<file path="src/rtl/hud_pkg.sv">
// hud_pkg: shared widths, defaults and FSM encoding for the HUD update logic.
package hud_pkg;
   localparam int BLOB_W        = 4;
   localparam int DIGIT_W       = 4;
   localparam int V_ACTIVE_DEF  = 768;
   localparam int DIGIT_MAX_DEF = 9;
   typedef enum logic [1:0] {IDLE, ARB, WRITE} state_t;
endpackage

</file>
<file path="src/rtl/hud_update_scheduler_rr_pick.sv">
// rr_pick: combinational round-robin picker, first set request at or above start, wrapping.
module rr_pick
   import hud_pkg::*;
#(
   parameter int N = 8
) (
   input  logic [N-1:0]      req,
   input  logic [BLOB_W-1:0] start,
   output logic [BLOB_W-1:0] grant,
   output logic              valid
);
   assign valid = |req;
   // scan from the farthest offset down so the nearest request overwrites last
   always_comb begin
      grant = '0;
      for (int k = N - 1; k >= 0; k--)
         if (req[(int'(start) + k) % N]) grant = BLOB_W'((int'(start) + k) % N);
   end
endmodule

</file>
<file path="src/rtl/hud_update_scheduler.sv">
// hud_update_scheduler: per-blob decimal hit counters feeding blanking-only,
// round-robin writes into the HUD digit store.
module hud_update_scheduler
   import hud_pkg::*;
#(
   parameter int NUM_BLOBS = 8,
   parameter int V_ACTIVE  = V_ACTIVE_DEF,
   parameter int DIGIT_MAX = DIGIT_MAX_DEF
) (
   input  logic                 clk,
   input  logic                 rst_n,
   input  logic [NUM_BLOBS-1:0] hit,
   input  logic                 clear,
   input  logic [9:0]           vcount,
   output logic                 write,
   output logic [DIGIT_W-1:0]   num,
   output logic [BLOB_W-1:0]    blob,
   output logic [NUM_BLOBS-1:0] pending,
   output logic                 busy
);
   state_t              state, state_n;
   logic [BLOB_W-1:0]   rr_ptr, grant;
   logic                valid, blank_q;
   logic [DIGIT_W-1:0]  cnt [NUM_BLOBS];
   logic [DIGIT_W-1:0]  cnt_sel;

   rr_pick #(.N(NUM_BLOBS)) u_pick (
      .req   (pending),
      .start (rr_ptr),
      .grant (grant),
      .valid (valid)
   );

   assign write = (state == WRITE);
   assign busy  = (state != IDLE);

   always_comb begin
      cnt_sel = '0;
      for (int i = 0; i < NUM_BLOBS; i++)
         if (grant == BLOB_W'(i)) cnt_sel = cnt[i];
   end

   always_comb begin
      state_n = (state == IDLE) ? ((blank_q && |pending) ? ARB : IDLE)
              : (state == ARB)  ? ((blank_q && valid) ? WRITE : IDLE)
              : IDLE;
   end

   always_ff @(posedge clk or negedge rst_n) begin
      if (!rst_n) begin
         state   <= IDLE;
         blank_q <= 1'b0;
         rr_ptr  <= '0;
         blob    <= '0;
         num     <= '0;
      end else begin
         state   <= state_n;
         blank_q <= int'(vcount) >= V_ACTIVE;
         if (state == ARB && state_n == WRITE) begin
            blob <= grant;
            num  <= cnt_sel;
         end
         if (write) rr_ptr <= (blob == BLOB_W'(NUM_BLOBS - 1)) ? '0 : blob + 1'b1;
      end
   end

   // a hit or clear landing on the write cycle keeps the blob dirty for a rewrite
   always_ff @(posedge clk or negedge rst_n) begin
      if (!rst_n) begin
         pending <= '1;
         for (int i = 0; i < NUM_BLOBS; i++) cnt[i] <= '0;
      end else if (clear) begin
         pending <= '1;
         for (int i = 0; i < NUM_BLOBS; i++) cnt[i] <= '0;
      end else begin
         for (int i = 0; i < NUM_BLOBS; i++) begin
            if (hit[i]) begin
               cnt[i]     <= (cnt[i] == DIGIT_W'(DIGIT_MAX)) ? '0 : cnt[i] + 1'b1;
               pending[i] <= 1'b1;
            end else if (write && blob == BLOB_W'(i)) begin
               pending[i] <= 1'b0;
            end
         end
      end
   end
endmodule

</file>
<file path="config.mk">
export PLATFORM = sky130hd
export DESIGN_NAME = hud_update_scheduler
export DESIGN_NICKNAME = d
export VERILOG_FILES = /design/src/rtl/hud_pkg.sv /design/src/rtl/hud_update_scheduler_rr_pick.sv /design/src/rtl/hud_update_scheduler.sv
export SDC_FILE = /design/constraint.sdc
export NUM_CORES = 1
export LEC_CHECK = 0
export CAP_MARGIN = 10
export CORE_ASPECT_RATIO = 1.75
export CORE_MARGIN = 3
export CORE_UTILIZATION = 48
export CTS_CLUSTER_SIZE = 28
export DETAILED_ROUTE_END_ITERATION = 10
export GPL_TIMING_DRIVEN = 0
export PLACE_DENSITY = 0.71
export SETUP_SLACK_MARGIN = 0.02
export SYNTH_ARGS = -nofsm -noshare
export SYNTH_HDL_FRONTEND = slang
export SYNTH_SLANG_ARGS = --single-unit
</file>
<file path="constraint.sdc">
create_clock -name clk -period 3.8 [get_ports clk]
set_input_delay 0.38 -clock clk [delete_from_list [all_inputs] [get_ports clk]]
set_output_delay 0.38 -clock clk [all_outputs]
set_load 0.01 [all_outputs]
</file>
==> implementation parameters, run 1 <==
Parameter                              Value

Outcome
  Outcome ... complete, but fails checks
  Violations in the final reports ... negative hold slack

Route
  Number of iterations in the first detailed-routing pass ... 5
  Count of nets left with antenna violations after detail routing ... 0
  Via/cell ratio ... approximately 6.1
  1st-iter DRT viols ... approximately 180
  Detail-routed net length per standard cell ... 18.19 um
  Total via count in the routed design ... approximately 3,700
  Drc violations ... 0
  Wire length reported by the detailed router ... around 11,000 um

Power and ir drop
  Logic gate share of total power ... between 30 and 40%
  Leak Pwr ... a little over 2 nW
  Power Total ... 0.001940 W
  Total net switching power ... between 0.0006 and 0.0007 W
  PD cells ... roughly 400 nW/um^2
  Sequential cell fraction of total power ... 34.0%
  Switching portion of total power ... between 30% and 40%
  Cell-internal power ... roughly 0.0013 W
  Peak supply drop ... 0.3603 mV
  Fraction of power consumed by the clock network ... 28.1%

Clocking
  H-Tree Level Count ... 2
  Clock tree buffer depth ... 2
  Latest clock arrival within the worst-skew pair ... 300 ps
  Number of buffers added by the clock tree synthesis step ... 5
  Clock root buffer ... clkbuf_16
  Clock Sink Count ... 53
  TritonCTS clock tree ... built
  Clock slew at the register clock pins of the worst setup and hold paths ... 80 ps

Setup path
  Element type at the critical path end ... register
  Maximum fanout encountered on the critical timing path ... 19
  Worst Reg-to-Reg Cells ... 14
  Kind of start point of the critical path ... register
  CP Class ... register to register
  Launching element of the worst setup path ... rr_ptr[1]
  FF-to-FF Start ... rr_ptr[1]
  WP data required ... 3980 ps
  Data arrival at the endpoint of the critical path ... between 3000 and 4000 ps

Global routing
  Vias in the first global route ... ~3,700
  Wire length of the first global-routing pass ... approximately 18,000 um
  Initial antenna violation count ... 0
  Total routing usage reported by global routing ... a little under a quarter
  Total grt overflow ... 0
  Pin count of the biggest net entering global routing ... 38

Logic synthesis
  Synth warn ... 0
  Post-synthesis compound-gate area fraction ... between 20% and 30%
  Number of enable flip-flop cells after synthesis ... 0
  Main combinational cell family by area after synthesis ... compound AO/OA/AOI/OAI gates
  Number of distinct library cells after synthesis ... just over 60
  Sequential cell area fraction in the yosys report ... roughly a third
  Multiplexer fraction of the synthesized cell area ... approximately 18%
  Synthesized Nets ... slightly above 500
  Adder-cell share of the synthesized area ... just over 7%
  Synthesized netlist cell count ... 460
  Top flip-flop cell by instance count after synthesis ... dfrtp_1
  Cell area after synthesis ... 4213 sq um
  Average cell area after synthesis ... about 9.2 sq um
  Post-synthesis xor/xnor area fraction ... 1.247%
  Post-Synth Simple-Gate Area ... between 10 and 15%
  Post-synth ARST share ... 100.0%
  Synth Register Bits ... 53

Placement
  Post-placement worst setup slack ... -540.6 ps
  Input/output buffers ... 28
  Final Wtd Congestion ... ~0.94
  Detailed placement HPWL ... ~8600 um

Min path
  Kind of path behind the tightest hold check ... primary input to asynchronous set/reset pin

Layout
  Fraction of layout cells with a size suffix above 1 ... 15.74%
  Final antenna diode count ... 0
  Number of nets in the finished design ... between 500 and 600
  Area delta synth->final ... 17.46%
  Post-Route Utilization ... about three fifths

STA
  Minimum clock period ... 3652 ps
  Worst-Margin Slew ... around 640 ps
  Highest attainable clock frequency ... 273.8 MHz
  Setup slack after layout ... about 150 ps
  Count of final hold-check violations ... 5
  Normalized max-slew margin ... approximately 57%
  Worst slack on hold paths ... -2.567 ps
  Ratio of final minimum period to clock period ... 96.10%
  Worst clock skew on the final layout ... roughly 8.5 ps
  Final setup violation count ... 0
  Number of pins with negative max-slew slack in the final report ... 0

Die
  Die span in x ... between 70 and 80 um
  Placeable core region ... around 8400 sq um
  Starting Density ... ~50%
  Die area ... about 10000 sq um
  Die Y-Extent ... between 100 and 150 um
  Number of standard-cell rows in the floorplan ... 44
  Number of top-level pins ... 39

Flow run
  Max_cap viols ... 0
-- cells by family after synthesis --
group,count (synthesis)
fa+ha+maj,24
compound gates,129
simple gates,135
mux,60
buf+inv,52
flops,53
xor+xnor,6
other cells,1
-- cell usage after synthesis (9+ instances only) --
master,number,share of area [%]
inv_1,27,2.4
nand2_1,57,5.1
dfrtp_1,45,27
a21oi_1,36,4.3
nor3_1,13,1.5
nand2b_1,9,1.3
nor2_1,35,3.1
a211o_1,9,1.9
o21ai_0,23,2.7
clkbuf_1,9,0.80
mux2i_1,35,8.3
mux4_2,13,6.9
ha_1,24,7.1
a211oi_1,13,2.3
mux2_2,11,2.9
-- layer usage --
layer | vias up | global-route usage, % | routed length [um]
met5 | - | 0 | 0
li1 | 1772 | - | -
met2 | 111 | 43.63 | 6194
met1 | 1834 | 23.52 | 4074
met3 | 27 | 2.762 | 370
met4 | 0 | 15.90 | 586
-- power groups by stage --
stage	Combinational, W	Clock (W)	Sequential (W)
5_1_grt	0.000797	0.000569	0.000667
4_1_cts	0.000689	0.000553	0.000661
2_1_floorplan	0.000449	0	0.000666
3_5_place_dp	0.000657	0	0.000669
3_3_place_gp	0.000642	0	0.000668
6_report	0.000735	0.000545	0.000660
-- metrics by stage --
step,setup TNS (ps),std cells,cell area [sq um]
finish,0,617,4949
global route,-6.128,617,4949
CTS,0,612,4872
detailed placement,-1962,604,4652
global placement,-1708,603,4637
floorplan,0,460,4213
-- worst paths after layout --
kind / endpoint / slack, ps
max: num[0] / 150
max reg2reg: num[0] / 150
max in group asynchronous: pending[3] / 3190
min in group clk: cnt[14] / 470
min reg2reg: state[0] / 510
min: state[1] / -3
-- critical path, stage by stage, from the launching register on --
cell	delay, ps
dfrtp_2	390
buf_12	170
clkinvlp_4	140
ha_1	290
buf_4	190
mux2i_1	150
mux4_2	570
o21ai_0	170
o21ai_0	130
a211o_1	390
buf_6	170
clkbuf_2	140
buf_4	150
a2111oi_2	390
a211oi_2	70
-- what timing repair did --
item,4_1_cts,5_1_grt
hold buffers,0,0
resized for setup,12,10
pin swaps,2,3
setup endpoints to repair,6,4
buffers inserted,2,5
-- final cells by class --
class                   instances  area [sq um]
clock inverters                 3         50.05
plain buffers                  20         128.9
clock buffers                   5         125.1
multi-input cells             355          2694
well taps                     115         143.9
flip-flops and latches         53          1338
fillers                       733          3475
inverters                      30         123.9
repair buffers                 36         345.3
-- cells in the final DEF (no fill, tap or decap), types with 11 or more instances in the layout --
master           count
nor2_1              35
clkdlybuf4s50_1     27
mux2i_1             33
ha_1                24
inv_1               26
o21ai_0             22
dfrtp_1             44
mux4_2              13
nor3_1              13
a211oi_1            12
a21oi_1             36
nand2_1             57
mux2_2              11
-- registers in the layout, summed over array words and instances (netlist names) --
name     count
blank_q      1
blob         3
cnt         32
num          4
pending      8
rr_ptr       3
state        2
(Power assumes the default switching activity.)
==> run 2, diff against run 1 <==
--- a/config.mk
+++ b/config.mk
@@ -12,8 +12,9 @@
 export CTS_CLUSTER_SIZE = 28
 export DETAILED_ROUTE_END_ITERATION = 10
 export GPL_TIMING_DRIVEN = 0
-export PLACE_DENSITY = 0.71
+export PLACE_DENSITY = 0.72
 export SETUP_SLACK_MARGIN = 0.02
 export SYNTH_ARGS = -nofsm -noshare
 export SYNTH_HDL_FRONTEND = slang
+export SYNTH_HIERARCHICAL = 1
 export SYNTH_SLANG_ARGS = --single-unit
==> run 2 against run 1 <==
Sequential cell count increased by 1; worst setup slack improved by 31 ps; hold slack improved by 87 ps; the run now ends clean; register-to-register slack improved by 30 ps; critical path type unchanged; critical endpoint unchanged; count of clock-buffer cells in the layout unchanged; highest routed layer unchanged; non-clock buffer count decreased by 10; first-iteration DRC count increased by 6.1%.
==> implementation parameters, run 2 <==
Parameter                              Value

Power and ir drop
  Peak supply drop ... roughly 0.25 mV
  PD cells ... 383.0 nW/um^2
  Leak Pwr ... about 1.8 nW
  Power Total ... between 0.0015 and 0.002 W

STA
  Setup slack after layout ... 179.0 ps
  Worst-Margin Slew ... a little over 600 ps
  Unrepaired setup endpoints after global routing ... false
  Highest attainable clock frequency ... 276.2 MHz
  Final setup violation count ... 0
  Count of final hold-check violations ... 0
  Normalized max-slew margin ... between 50% and 60%
  Minimum clock period ... about 3600 ps
  Ratio of final minimum period to clock period ... between 90 and 100%
  Number of pins with negative max-slew slack in the final report ... 0
  Worst clock skew on the final layout ... 8.724 ps

Layout
  Number of nets in the finished design ... a little over 500
  Fraction of layout cells with a size suffix above 1 ... approximately an eighth
  Leading cell types in the layout, fill and taps excluded ... nand2_1, dfrtp_1, a21oi_1, inv_1
  Biggest regs ... cnt: 32 flops, pending: 8 flops
  Post-Route Utilization ... between 50% and 60%
  Final antenna diode count ... 0
  Most common cell after layout, fill and taps aside ... nand2_1
  Area delta synth->final ... 14.63%
  Max FFs per register ... 32
  Register with the most flip-flops ... cnt

Die
  Number of top-level pins ... 39
  Die Y-Extent ... ~130 um
  Starting Density ... approximately half
  Die area ... roughly 9400 sq um
  Die span in x ... between 70 and 80 um
  Number of standard-cell rows in the floorplan ... between 40 and 50
  Placeable core region ... roughly 8000 sq um

Route
  Detail-routed net length per standard cell ... 18.42 um
  Via/cell ratio ... a little over 6
  1st-iter DRT viols ... approximately 190
  Count of nets left with antenna violations after detail routing ... 0
  Total via count in the routed design ... 3,429
  Number of iterations in the first detailed-routing pass ... 4
  Wire length reported by the detailed router ... slightly above 10,000 um
  Drc violations ... 0

Logic synthesis
  Synthesized netlist cell count ... 426
  Average cell area after synthesis ... approximately 9.3 sq um
  Synth warn ... 6
  Cell area after synthesis ... slightly below 4000 sq um
  Synthesized Nets ... between 400 and 500

Setup path
  CP Class ... register to register
  Element type at the critical path end ... register
  Worst flop-to-flop path endpoint ... num[0]
  WP data required ... 3970 ps
  Data arrival at the endpoint of the critical path ... between 3000 and 4000 ps
  Maximum fanout encountered on the critical timing path ... 16
  CP Capture Point ... num[0]
  Slack of the worst reg-to-reg path ... 180 ps
  Launching element of the worst setup path ... rr_ptr[1]
  Worst Reg-to-Reg Cells ... 14
  FF-to-FF Start ... rr_ptr[1]
  Kind of start point of the critical path ... register

Clocking
  Number of buffers added by the clock tree synthesis step ... 5
  Latest clock arrival within the worst-skew pair ... 300 ps
  Clock slew at the register clock pins of the worst setup and hold paths ... roughly 80 ps
  H-Tree Level Count ... 2
  Hold buffer count at cts ... 0
  Clock Sink Count ... 54
  Clock tree buffer depth ... 2
  Clock root buffer ... clkbuf_16
  TritonCTS clock tree ... built

Placement
  Final Wtd Congestion ... ~0.88
  Input/output buffers ... 29
  Detailed placement HPWL ... around 7800 um
  Post-placement worst setup slack ... -451.9 ps

Flow run
  Max_cap viols ... 0

Global routing
  Total grt overflow ... 0
  Pin count of the biggest net entering global routing ... 31
  Vias in the first global route ... 3,521
  Total routing usage reported by global routing ... between 20 and 25%
  Wire length of the first global-routing pass ... about 17,000 um
  Initial antenna violation count ... 0

Outcome
  Outcome ... finished clean

Min path
  Kind of path behind the tightest hold check ... primary input to asynchronous set/reset pin
## run 2: worst min-delay path by stage
| stage | slack [ps] | startpoint | to | cells past startpoint |
|---|---|---|---|---|
| final | 80 | rst_n | cnt[28] | 1 |
| after global routing | 140 | rst_n | cnt[11] | 1 |
| after CTS | 100 | rst_n | cnt[11] | 1 |
| after detailed placement | 420 | rst_n | cnt[14] | 1 |
| after global placement | 460 | rr_ptr[2] | rr_ptr[2] | 2 |
| after floorplan | 80 | rst_n | blank_q | 0 |
## run 2: power by group
| group | leakage (nW) | internal [W] | switching (W) |
|---|---|---|---|
| logic | 1.07 | 0.000270 | 0.000326 |
| clock network | 0.0748 | 0.000251 | 0.000226 |
| registers | 0.705 | 0.000614 | 0.0000555 |
| total | 1.85 | 0.00113 | 0.000608 |
## run 2: metal layers
| layer | wire (um) | GRT usage (%) | vias up |
|---|---|---|---|
| met1 | 3841 | 23.99 | 1708 |
| met2 | 5821 | 42.82 | 73 |
| li1 | - | - | 1628 |
| met5 | 0 | 0 | - |
| met4 | 235 | 9.748 | 0 |
| met3 | 289 | 3.035 | 20 |
## run 2: cell type report
type / instances / area [sq um]
buffer: 15 / 93.84
clock buffer: 5 / 125.1
clock inverter: 3 / 26.28
fill: 709 / 3415
inverter: 34 / 127.6
multi-input combinational: 321 / 2389
sequential: 54 / 1361
tap: 90 / 112.6
timing repair buffer: 31 / 312.8
## run 2: repair_timing
item	CTS	global route
buffers inserted	1	0
setup endpoints to repair	5	4
endpoints found under the hold margin	0	0
gates resized for setup	4	3
## run 2: worst max-delay path, cell delays in order, from the launching register on
cell and delay (ps):
dfrtp_1 370, buf_4 260, inv_1 140, ha_4 360
mux4_2 380, mux2_4 310, a21oi_1 140, o21ai_1 80
a211oi_1 290, buf_4 230, buf_4 190, mux2i_1 230
o21ai_0 100, a21oi_1 230, o221ai_1 150
## run 2: per-stage QoR
stage	instance area, sq um	TNS (ps)	instances	hold WS, ps
3_5_place_dp	4385	-1661	546	420.9
5_1_grt	4548	0	553	135.2
4_1_cts	4552	0	554	101.2
6_report	4548	0	553	84.82
2_1_floorplan	3968	0	426	84.41
3_3_place_gp	4370	-1370	545	459.6
